==> config.mk <==
export PLATFORM = sky130hd
export DESIGN_NAME = mono_expand_arbiter_flat
export DESIGN_NICKNAME = d
export VERILOG_FILES = /design/src/rtl/mono_expand_arbiter_if.sv /design/src/rtl/mono_expand_arbiter.sv /design/src/flat_wrapper.sv
export SDC_FILE = /design/constraint.sdc
export NUM_CORES = 1
export LEC_CHECK = 0
export BUFFER_PORTS_ARGS = -buffer_cell sky130_fd_sc_hd__clkbuf_2
export CAP_MARGIN = 20
export CELL_PAD_IN_SITES_DETAIL_PLACEMENT = 2
export CELL_PAD_IN_SITES_GLOBAL_PLACEMENT = 2
export CORE_MARGIN = 4
export CORE_UTILIZATION = 33
export CTS_CLUSTER_DIAMETER = 80
export CTS_CLUSTER_SIZE = 20
export DETAILED_ROUTE_END_ITERATION = 6
export HOLD_SLACK_MARGIN = 0.08
export MAX_ROUTING_LAYER = met4
export PLACE_DENSITY = 0.82
export SLEW_MARGIN = 20
export SYNTH_ARGS = -nofsm -noshare
export SYNTH_HDL_FRONTEND = slang
export SYNTH_HIERARCHICAL = 1
export SYNTH_SLANG_ARGS = --single-unit
export TNS_END_PERCENT = 10
==> constraint.sdc <==
create_clock -name clk -period 2.7 [get_ports clk]
set_input_delay 0.54 -clock clk [delete_from_list [all_inputs] [get_ports clk]]
set_output_delay 0.54 -clock clk [all_outputs]
set_load 0.005 [all_outputs]
==> src/rtl/mono_expand_arbiter_if.sv <==
// Requester/response bundle for the shared monomial expander.
// The master side is the requesters plus the downstream consumer.
interface mono_expand_arbiter_if #(
  parameter int NREQ = 4,
  localparam int IDW = $clog2(NREQ)
);
  logic [NREQ-1:0]   req_valid;
  logic [4*NREQ-1:0] req_nibble;
  logic [NREQ-1:0]   req_ready;
  logic              rsp_valid;
  logic              rsp_ready;
  logic [IDW-1:0]    rsp_id;
  logic [14:0]       rsp_mono;
  logic [15:0]       xfer_cnt;

  modport master (
    output req_valid, req_nibble, rsp_ready,
    input  req_ready, rsp_valid, rsp_id, rsp_mono, xfer_cnt
  );
  modport slave (
    input  req_valid, req_nibble, rsp_ready,
    output req_ready, rsp_valid, rsp_id, rsp_mono, xfer_cnt
  );
endinterface

==> src/rtl/mono_expand_arbiter.sv <==
// Round-robin share of one 4-input monomial expander among NREQ requesters,
// with a 2-entry in-order response FIFO and a wrapping transfer counter.
module mono_expand (
  input  logic [3:0]  nibble,
  output logic [14:0] mono
);
  logic a, b, c, d;
  assign {a, b, c, d} = nibble;
  assign mono = {a&b&c&d,
                 b&c&d, a&c&d, a&b&d, a&b&c,
                 c&d, b&d, b&c, a&d, a&c, a&b,
                 d, c, b, a};
endmodule

module mono_expand_arbiter #(
  parameter int NREQ = 4,
  localparam int IDW = $clog2(NREQ)
) (
  input logic clk,
  input logic rst_n,
  mono_expand_arbiter_if.slave bus
);
  typedef struct packed {
    logic [IDW-1:0] id;
    logic [14:0]    mono;
  } rsp_t;

  rsp_t            fifo_q [2];
  logic            rd_ptr, wr_ptr;
  logic [1:0]      count;
  logic [IDW-1:0]  rr_ptr;
  logic [15:0]     xfer_q;

  logic            can_accept, gnt_found, push, pop;
  logic [IDW-1:0]  gnt_idx, rr_next;
  logic [NREQ-1:0] req_ready;
  logic [3:0]      sel_nibble;
  logic [14:0]     push_mono;
  int              j;

  // Acceptance depends only on registered occupancy, never on rsp_ready.
  assign can_accept = (count != 2'd2);

  always_comb begin
    gnt_found = 1'b0;
    gnt_idx   = '0;
    req_ready = '0;
    j         = 0;
    if (can_accept) begin
      for (int k = 0; k < NREQ; k++) begin
        j = int'(rr_ptr) + k;
        if (j >= NREQ) j = j - NREQ;
        if (!gnt_found && bus.req_valid[j]) begin
          gnt_found = 1'b1;
          gnt_idx   = j[IDW-1:0];
        end
      end
    end
    if (gnt_found) req_ready[gnt_idx] = 1'b1;
  end

  assign push       = gnt_found;
  assign pop        = (count != 2'd0) && bus.rsp_ready;
  assign sel_nibble = bus.req_nibble[{gnt_idx, 2'b00} +: 4];
  assign rr_next    = (gnt_idx == IDW'(NREQ-1)) ? '0 : gnt_idx + IDW'(1);

  mono_expand u_expand (.nibble(sel_nibble), .mono(push_mono));

  always_ff @(posedge clk or negedge rst_n) begin
    if (!rst_n) begin
      fifo_q[0] <= '0;
      fifo_q[1] <= '0;
      rd_ptr    <= 1'b0;
      wr_ptr    <= 1'b0;
      count     <= 2'd0;
      rr_ptr    <= '0;
      xfer_q    <= 16'd0;
    end else begin
      if (push) begin
        fifo_q[wr_ptr] <= '{id: gnt_idx, mono: push_mono};
        wr_ptr         <= ~wr_ptr;
        rr_ptr         <= rr_next;
        xfer_q         <= xfer_q + 16'd1;
      end
      if (pop) rd_ptr <= ~rd_ptr;
      case ({push, pop})
        2'b10:   count <= count + 2'd1;
        2'b01:   count <= count - 2'd1;
        default: count <= count;
      endcase
    end
  end

  assign bus.req_ready = req_ready;
  assign bus.rsp_valid = (count != 2'd0);
  assign bus.rsp_id    = fifo_q[rd_ptr].id;
  assign bus.rsp_mono  = fifo_q[rd_ptr].mono;
  assign bus.xfer_cnt  = xfer_q;
endmodule

==> src/flat_wrapper.sv <==
// flat-port wrapper written by rule: the top's interface ports become plain ports
module mono_expand_arbiter_flat 
#(
  parameter int NREQ = 4,
  localparam int IDW = $clog2(NREQ)
)
  (clk, rst_n, bus_req_valid, bus_req_nibble, bus_rsp_ready, bus_req_ready, bus_rsp_valid, bus_rsp_id, bus_rsp_mono, bus_xfer_cnt);
  mono_expand_arbiter_if #(.NREQ(NREQ)) bus_i ();
  input logic clk;
  input logic rst_n;
  input wire logic [$bits(bus_i.req_valid)-1:0] bus_req_valid;
  input wire logic [$bits(bus_i.req_nibble)-1:0] bus_req_nibble;
  input wire logic [$bits(bus_i.rsp_ready)-1:0] bus_rsp_ready;
  output wire logic [$bits(bus_i.req_ready)-1:0] bus_req_ready;
  output wire logic [$bits(bus_i.rsp_valid)-1:0] bus_rsp_valid;
  output wire logic [$bits(bus_i.rsp_id)-1:0] bus_rsp_id;
  output wire logic [$bits(bus_i.rsp_mono)-1:0] bus_rsp_mono;
  output wire logic [$bits(bus_i.xfer_cnt)-1:0] bus_xfer_cnt;
  assign bus_i.req_valid = bus_req_valid;
  assign bus_i.req_nibble = bus_req_nibble;
  assign bus_i.rsp_ready = bus_rsp_ready;
  assign bus_req_ready = bus_i.req_ready;
  assign bus_rsp_valid = bus_i.rsp_valid;
  assign bus_rsp_id = bus_i.rsp_id;
  assign bus_rsp_mono = bus_i.rsp_mono;
  assign bus_xfer_cnt = bus_i.xfer_cnt;
  mono_expand_arbiter #(.NREQ(NREQ)) u_core (.clk(clk), .rst_n(rst_n), .bus(bus_i));
endmodule
After elaboration in Yosys (flattened, before gate mapping)
Index checks and enable logic that the tools add are counted.
{ "totals": {"ff_bits": 56, "output_inout_bits": 38, "word_cells": 108} }
{ "classes": {"bitwise": 15, "add_sub_neg": 11, "n_mux": 44, "reduce_logical": 11, "magnitude_cmp": 13, "shifts": 1, "eq_ne": 4} }
{ "op_table": {"columns": ["cell", "n"], "rows": [
  ["32-bit two-way mux", 8],
  ["32-bit by 4-bit < comparator with 1-bit output, second input constant", 4],
  ["32-bit by 4-bit greater-or-equal comparator with 1-bit output, second input constant", 3],
  ["32-bit by 4-bit subtractor with 32-bit output, second input constant", 3],
  ["17-bit two-way mux", 4],
  ["34-bit bitwise mux", 1],
  ["17-bit demux with 1-bit select", 1],
  ["1-bit two-way mux", 17],
  ["16-bit by 1-bit adder with 16-bit output, second input constant", 1],
  ["16-bit by 5-bit indexed part select with 4-bit output", 1],
  ["2-bit two-way mux", 6],
  ["1-bit bitwise AND", 11],
  ["1-bit binary-select mux with 2-bit select", 4],
  ["2-bit by 2-bit adder with 3-bit output, second input constant", 2],
  ["1-bit logical AND", 6],
  ["2-bit by 1-bit adder with 2-bit output, second input constant", 2],
  ["2-bit == test, second input constant", 2],
  ["2-bit greater-or-equal comparator, second input constant", 2],
  ["4-bit two-way mux", 1],
  ["1-bit NOT with 2-bit output", 2],
  ["2-bit case mux with 2 select lines", 1],
  ["2-bit nonzero test", 2],
  ["2-bit by 3-bit subtractor with 4-bit output, second input constant", 1],
  ["2-bit by 1-bit adder with 3-bit output, second input constant", 1],
  ["other kinds (10)", 13]
]} }

Logic depth before layout (Yosys ltp)
Gate-level depths: netlist of the first run.
{ "logic_depth": {"word_depth": 25, "depth_mapped": 8, "depth_no_buf": 7} }

Cells and area by module
The synthesis of the first run kept the hierarchy.
{ "modules_own_cells": {"columns": ["module", "seq_area_each_um2", "cells_per_inst", "area_each_um2", "n_inst"], "rows": [
  ["mono_expand_arbiter", 1401.3, 208, 2808.9, 1],
  ["mono_expand", 0.0, 15, 108.9, 1]
]} }

Least setup slack after synthesis of the first run
No wires, ideal clock.
{ "synth_path": {"kind": "input to output", "from": "in bus_req_valid[0]", "to": "out bus_req_ready[1]", "path_stages": 7, "setup_slack_ns": 0.106, "arrival_time_ns": 2.054, "cell_sequence": "or4_4 -> and2_4 -> buf_6 -> nand2_1 -> inv_1 -> ha_1 -> and3_1"} }
{ "synth_via": {"elab_chain_len": 22} }
{ "synth_lines": {"columns": ["element", "line_no", "source"], "rows": [
  ["start, declared", "flat_wrapper.sv:11", "input wire logic [$bits(bus_i.req_valid)-1:0] bus_req_valid;"],
  ["1-bit binary-select mux with 2-bit select", "mono_expand_arbiter.sv:53", "if (!gnt_found && bus.req_valid[j]) begin"],
  ["1-bit two-way mux (implied by the code) (2 in a row)", "mono_expand_arbiter.sv:53", null],
  ["1-bit two-way mux", "mono_expand_arbiter.sv:53", null],
  ["1-bit two-way mux", "mono_expand_arbiter.sv:49", "if (can_accept) begin"],
  ["1-bit logical NOT", "mono_expand_arbiter.sv:53", null],
  ["1-bit logical AND", "mono_expand_arbiter.sv:53", null],
  ["1-bit two-way mux", "mono_expand_arbiter.sv:53", null],
  ["1-bit two-way mux", "mono_expand_arbiter.sv:49", null],
  ["[6 not listed]", null, null],
  ["2-bit two-way mux *", "mono_expand_arbiter.sv:53", null],
  ["2-bit two-way mux *", "mono_expand_arbiter.sv:49", null],
  ["net u_core.gnt_idx[0]", "mono_expand_arbiter.sv:35", "logic [IDW-1:0] gnt_idx, rr_next;"],
  ["2-bit by 3-bit < comparator with 1-bit output (implied by the code) or 2-bit by 1-bit greater-or-equal comparator with 1-bit output (tied branches)", "mono_expand_arbiter.sv:59", "if (gnt_found) req_ready[gnt_idx] = 1'b1;"],
  ["1-bit logical AND (implied by the code)", "mono_expand_arbiter.sv:59", null],
  ["1-bit two-way mux (implied by the code)", "mono_expand_arbiter.sv:59", null],
  ["1-bit demux with 2-bit select *", null, null],
  ["4-bit two-way mux *", "mono_expand_arbiter.sv:59", null],
  ["end, declared", "flat_wrapper.sv:14", "output wire logic [$bits(bus_i.req_ready)-1:0] bus_req_ready;"]
]} }
Mark *: on every way through the listed nets, which the timed path passes. The rest lies on a longest branch. The select of a mux whose other input is x is not followed.

Worst setup path in the final report of the first run
Same ends and word-level chain as after synthesis.

==> impl_metrics.env, run 1 <==
export IMPL_status="complete, no violations"
export IMPL_area_delta_synth_final_pct=22.1
export IMPL_async_flop_share_pct=100
export IMPL_drc_errors=0
export IMPL_hold_path_class="in -> async"
export IMPL_layout_min_cycle_time_ps=2620
export IMPL_detail_route_antenna_nets=0
export IMPL_num_antenna_cells=0
export IMPL_crit_type="in -> out"
export IMPL_io_buffers=60
export IMPL_maxSlewHeadroom_pct=51.0
export IMPL_required_ps=2160
export IMPL_routedWlPerCell_um=18.3
export IMPL_crit_chain="clkbuf_2, or4_4, and2_4, nand2_1, buf_6, inv_1, ha_1, and3_1, clkbuf_2"
export IMPL_p_switching_w=0.00159
export IMPL_worstMarginPinSlew_ps=734
export IMPL_post_route_cell_area_sq_um=3560
export IMPL_post_route_period_util_pct=97.0
export IMPL_wirelength_um=7390
export IMPL_cp_start_kind="input pin"
export IMPL_grtUsageTotal_pct=15.0
export IMPL_clkSinkCount=56
export IMPL_nets=325
export IMPL_synthTopCellsByArea="dfrtp_1 48%, mux2_2 16%, mux2_4 5.1%"
export IMPL_clockBufferDepth=2
export IMPL_crit_arrival_ps=2080
export IMPL_swShare_pct=36.5
export IMPL_critical_path_slowest_cell="or4_4"
export IMPL_synthTopCellsByCount="56 x dfrtp_1, 42 x mux2_2, 14 x xnor2_1, 13 x mux2i_1, 10 x mux2_4"
export IMPL_grt_pass1_vias=2281
export IMPL_io_pins=61
export IMPL_antenna_found_initial=0
export IMPL_synth_nets=252
export IMPL_power_density_nw_per_um2=1230
export IMPL_core_rowCount=34
export IMPL_power_w=0.00437
export IMPL_drive_gt1_share_pct=52.5
export IMPL_ys_warn_count=6
export IMPL_clkTransAtPathRegs_ps=110
export IMPL_finalHoldViolCount=0
export IMPL_drt_iter0_markers=37
export IMPL_dr_pass1_iters=4
export IMPL_ys_seq_area_share_pct=48.0
export IMPL_postSynthCellCount=223
export IMPL_start_util_pct=33.6
export IMPL_setup_viol=0
export IMPL_critPathMostFrequentCell="clkbuf_2"
export IMPL_clk_latency_ps=310
export IMPL_drv_cap=0
export IMPL_root_buffer="clkbuf_8"
export IMPL_combPwrFrac_pct=52.7
export IMPL_pwr_share_seq_pct=33.5
export IMPL_fp_dieW_um=102
export IMPL_grt_max_degree=57
export IMPL_dieArea_sq_um=10400
export IMPL_yosys_register_bits=56
export IMPL_synth_top_flop_cell="dfrtp_1"
export IMPL_yosysTopAreaCell="dfrtp_1"
export IMPL_p_int_w=0.00277
export IMPL_grt_pass1_wl_um=11900
export IMPL_die_height_um=102
export IMPL_htree_levels=2
export IMPL_critical_path_max_stage_delay_ps=540
export IMPL_finalClockSkew_ps=15.4
export IMPL_critPathCaptureType="output port"
export IMPL_max_freq_mhz=382
export IMPL_netlist_area_sq_um=2920
export IMPL_hpwl_um=5420
export IMPL_place_area_sq_um=3370
export IMPL_p_leak_nw=1.76
export IMPL_cts_tree="done"
export IMPL_critPathMaxFanout=3
export IMPL_vdd_drop_max_v=0.000390
export IMPL_ys_types=38
export IMPL_cts_made_buffers=5
export IMPL_synth_edf_count=0
export IMPL_fp_coreArea_sq_um=8680
export IMPL_gp_congestion=0.729
export IMPL_drv_slew=0
export IMPL_yosysMostFrequentCell="dfrtp_1"
export IMPL_vias=1988
export IMPL_power_frac_clock_pct=13.8
export IMPL_via_per_inst=4.91
export IMPL_synth_area_per_cell_sq_um=13.1
export IMPL_synth_top_area_share_pct=48.0
export IMPL_grt_ovfl_total=0
[through the flow]
stage / std cells / hold WS [ps] / util, % / TNS (ps) / setup slack [ps]
2_1_floorplan: 223 / 244 / - / 0 / 106
3_3_place_gp: 394 / 463 / 38.8 / -1380 / -91.1
3_5_place_dp: 394 / 483 / 38.8 / -2890 / -185
4_1_cts: 402 / 398 / 40.3 / -5.12 / -5.12
5_1_grt: 405 / 404 / 41.0 / -168 / -60.0
6_report: 405 / 353 / 41.0 / 0 / 82.0
[layer usage]
metal | global-route usage (%) | wire length, um | up-vias
met4 | 2.42 | 18 | 0
met5 | - | 0 | -
met1 | 17.6 | 3170 | 1014
met2 | 27.1 | 3910 | 46
met3 | 2.94 | 296 | 3
li1 | - | - | 925
[cell usage in the layout, fill, tap and decap left out, drive strengths merged, types with 3 or more instances in the layout]
master	Yosys	routed
mux2i	13	13
and2	8	8
nand3	7	7
nand2b	3	3
mux2	52	52
nor2	7	7
dfrtp	56	56
ha	6	6
inv	4	4
and3	9	9
xor2	6	6
xnor2	14	14
nand4	3	3
buf	8	16
nand2	7	7
clkbuf	2	67
[flip-flops by register name, summed over array words and instances, names as in the netlist]
name / count
u_core/wr_ptr: 1
u_core/count: 2
u_core/rd_ptr: 1
u_core/rr_ptr: 2
u_core/bus.xfer_cnt: 16
u_core/fifo_q: 34
[power by group through the flow]
stage	clock [W]	combinational [W]	sequential [W]
4_1_cts	0.000625	0.00229	0.00146
2_1_floorplan	0	0.00164	0.00139
5_1_grt	0.000660	0.00253	0.00152
3_3_place_gp	0	0.00217	0.00144
3_5_place_dp	0	0.00226	0.00147
6_report	0.000603	0.00230	0.00146
[final cells by class]
class | instances | area, sq um
Clock buffer | 7 | 96.3
Clock inverter | 1 | 30.0
Fill cell | 921 | 5120
Inverter | 4 | 27.5
Multi-Input combinational cell | 153 | 1450
Sequential cell | 56 | 1400
Tap cell | 108 | 135
Timing Repair Buffer | 76 | 424
[worst paths after layout]
kind	cells past startpoint	slack, ps	end	from
worst max-delay path	9	80	bus_req_ready[1]	bus_req_valid[0]
worst min-delay path	2	350	u_core/bus.xfer_cnt[5]	rst_n
worst max register to register	8	140	u_core/fifo_q[31]	u_core/rr_ptr[1]
worst min register to register	1	500	u_core/count[1]	u_core/count[1]
max in group asynchronous	2	1820	u_core/rr_ptr[0]	rst_n
min in group clk	1	500	u_core/count[1]	u_core/count[1]
[repair_timing]
item	in CTS	in global routing
hold buffers	0	0
endpoints found under the setup margin	4	22
gates resized for setup	1	11
buffers inserted	0	3
pin swaps	1	3
[cells by family (layout without fill, tap and decap cells)]
| logic type | after synthesis | after routing | share of synthesized area (%) |
|---|---|---|---|
| mux | 65 | 65 | 25.8 |
| simple gates | 55 | 55 | 12.0 |
| xor+xnor | 20 | 20 | 6.00 |
| fa+ha+maj | 6 | 6 | 2.57 |
| compound gates | 7 | 7 | 1.76 |
| flops | 56 | 56 | 48.0 |
| buf+inv | 14 | 88 | 3.86 |
[worst max-delay path: cells and delay by family]
family,cells,cell delay (ps)
adder cells (fa/ha/maj),1,180
AND/OR/NAND/NOR,4,980
buffers and inverters,4,380
(Power assumes the default switching activity.)
==> inputs of run 2 (changes only) <==
--- a/config.mk
+++ b/config.mk
@@ -7,16 +7,16 @@
 export LEC_CHECK = 0
 export BUFFER_PORTS_ARGS = -buffer_cell sky130_fd_sc_hd__clkbuf_2
 export CAP_MARGIN = 20
-export CELL_PAD_IN_SITES_DETAIL_PLACEMENT = 2
-export CELL_PAD_IN_SITES_GLOBAL_PLACEMENT = 2
+export CELL_PAD_IN_SITES_DETAIL_PLACEMENT = 0
+export CELL_PAD_IN_SITES_GLOBAL_PLACEMENT = 1
 export CORE_MARGIN = 4
-export CORE_UTILIZATION = 33
+export CORE_UTILIZATION = 39
 export CTS_CLUSTER_DIAMETER = 80
 export CTS_CLUSTER_SIZE = 20
 export DETAILED_ROUTE_END_ITERATION = 6
 export HOLD_SLACK_MARGIN = 0.08
 export MAX_ROUTING_LAYER = met4
-export PLACE_DENSITY = 0.82
+export PLACE_DENSITY = 0.81
 export SLEW_MARGIN = 20
 export SYNTH_ARGS = -nofsm -noshare
 export SYNTH_HDL_FRONTEND = slang
==> impl_metrics.env, run 2 (synthesis gave the netlist of run 1 again) <==
export IMPL_finalClockSkew_ps=6.35
export IMPL_post_place_cells=383
export IMPL_final_cells=391
export IMPL_drc_errors=0
export IMPL_grtUsageTotal_pct=14.3
export IMPL_dr_pass1_iters=4
export IMPL_maxSlewHeadroom_pct=51.4
export IMPL_r2r_slack_ps=280
export IMPL_setup_ws_ps=102
export IMPL_grt_ovfl_total=0
export IMPL_finalHoldViolCount=0
export IMPL_layout_min_cycle_time_ps=2600
export IMPL_place_ws_ps=-121
export IMPL_io_buffers=60
export IMPL_io_pins=61
export IMPL_clkSinkCount=56
export IMPL_grt_pass1_vias=2027
export IMPL_drv_slew=0
export IMPL_largest_register_ffs=34
export IMPL_vdd_drop_max_v=0.000542
export IMPL_clk_latency_ps=310
export IMPL_hold_path_class="in -> async"
export IMPL_worstMarginPinSlew_ps=728
export IMPL_post_route_period_util_pct=96.2
export IMPL_core_rowCount=31
export IMPL_detail_route_antenna_nets=0
export IMPL_p_leak_nw=1.73
export IMPL_htree_levels=2
export IMPL_fillers=677
export IMPL_cts_made_buffers=5
export IMPL_crit_type="in -> out"
export IMPL_clkTransAtPathRegs_ps=100
export IMPL_setup_viol=0
export IMPL_grt_pass1_wl_um=9750
export IMPL_cp_start_kind="input pin"
export IMPL_routedWlPerCell_um=14.8
export IMPL_critPathMaxFanout=8
export IMPL_start_util_pct=40.2
export IMPL_root_buffer="clkbuf_8"
export IMPL_layout_commonest_cell="clkbuf_2"
export IMPL_die_height_um=94.5
export IMPL_dieArea_sq_um=8930
export IMPL_post_cts_setup_buffers=0
export IMPL_antenna_found_initial=0
export IMPL_nets=320
export IMPL_fin_tns_setup_ps=0
export IMPL_via_per_inst=4.80
export IMPL_gp_congestion=0.763
export IMPL_power_density_nw_per_um2=1200
export IMPL_hpwl_um=4100
export IMPL_regArea_sq_um=1400
export IMPL_area_delta_synth_final_pct=19.6
export IMPL_fp_dieW_um=94.5
export IMPL_required_ps=2160
export IMPL_critPathCaptureType="output port"
export IMPL_max_freq_mhz=385
export IMPL_drt_iter0_markers=67
export IMPL_num_antenna_cells=0
export IMPL_wirelength_um=5780
export IMPL_post_route_cell_area_sq_um=3490
export IMPL_multiInputGateArea_sq_um=1430
export IMPL_grt_max_degree=57
export IMPL_top_register="u_core/fifo_q"
export IMPL_drive_gt1_share_pct=50.3
export IMPL_status="complete, no violations"
export IMPL_fp_coreArea_sq_um=7250
export IMPL_layout_common_cells="60 x clkbuf_2, 55 x dfrtp_1, 42 x mux2_2"
export IMPL_cts_tree="done"
export IMPL_crit_arrival_ps=2060
export IMPL_drv_cap=0
export IMPL_vias=1877
export IMPL_clockBufferDepth=2
export IMPL_place_area_sq_um=3350
[run 2: what timing repair did]
| item | 4_1_cts | 5_1_grt |
|---|---|---|
| setup endpoints to repair | 3 | 6 |
| hold buffers | 0 | 0 |
| resized for setup | 2 | 5 |
| pin swaps | 0 | 1 |
[run 2: routing by layer]
metal	up-vias	GRT usage (%)	share of wire [%]
li1	919	-	-
met1	903	18.1	48
met2	47	23.2	45
met3	8	3.27	5.5
met4	0	3.97	1.2
met5	-	-	0
[run 2: layout make-up]
type | instances | area share, %
clock inverters | 2 | 1.00
flip-flops and latches | 56 | 40.2
well taps | 99 | 3.55
clock buffers | 6 | 2.08
inverters | 4 | 0.789
repair buffers | 71 | 11.4
multi-input cells | 153 | 40.9
[run 2: path summary, 6_finish.rpt]
kind | startpoint | to | cells past startpoint
setup / recovery | bus_req_valid[1] | bus_req_ready[0] | 9
hold / removal | rst_n | u_core/bus.xfer_cnt[5] | 2
setup reg to reg | u_core/rr_ptr[0] | u_core/fifo_q[31] | 8
hold reg to reg | u_core/bus.xfer_cnt[15] | u_core/bus.xfer_cnt[15] | 1
max in group asynchronous | rst_n | u_core/rr_ptr[1] | 2
min in group clk | u_core/bus.xfer_cnt[15] | u_core/bus.xfer_cnt[15] | 1
[run 2: per-stage QoR]
step / power [W] / util [%] / hold WS [ps]
5_1_grt: 0.00451 / 48.1 / 415
2_1_floorplan: 0.00302 / - / 244
3_3_place_gp: 0.00358 / 46.2 / 465
6_report: 0.00418 / 48.1 / 351
4_1_cts: 0.00422 / 47.9 / 384
3_5_place_dp: 0.00365 / 46.2 / 462
[run 2: critical path: stages]
cell	delay, ps
clkbuf_2	100
nor2b_1	120
o311a_1	280
o311a_1	380
buf_6	160
inv_2	70
ha_1	130
and3_1	160
clkbuf_2	120
[run 2: power by group]
part           switching [W]  internal, W  total (W)
registers           0.000245      0.00119    0.00143
clock network       0.000274     0.000276   0.000550
logic               0.000975      0.00123    0.00220
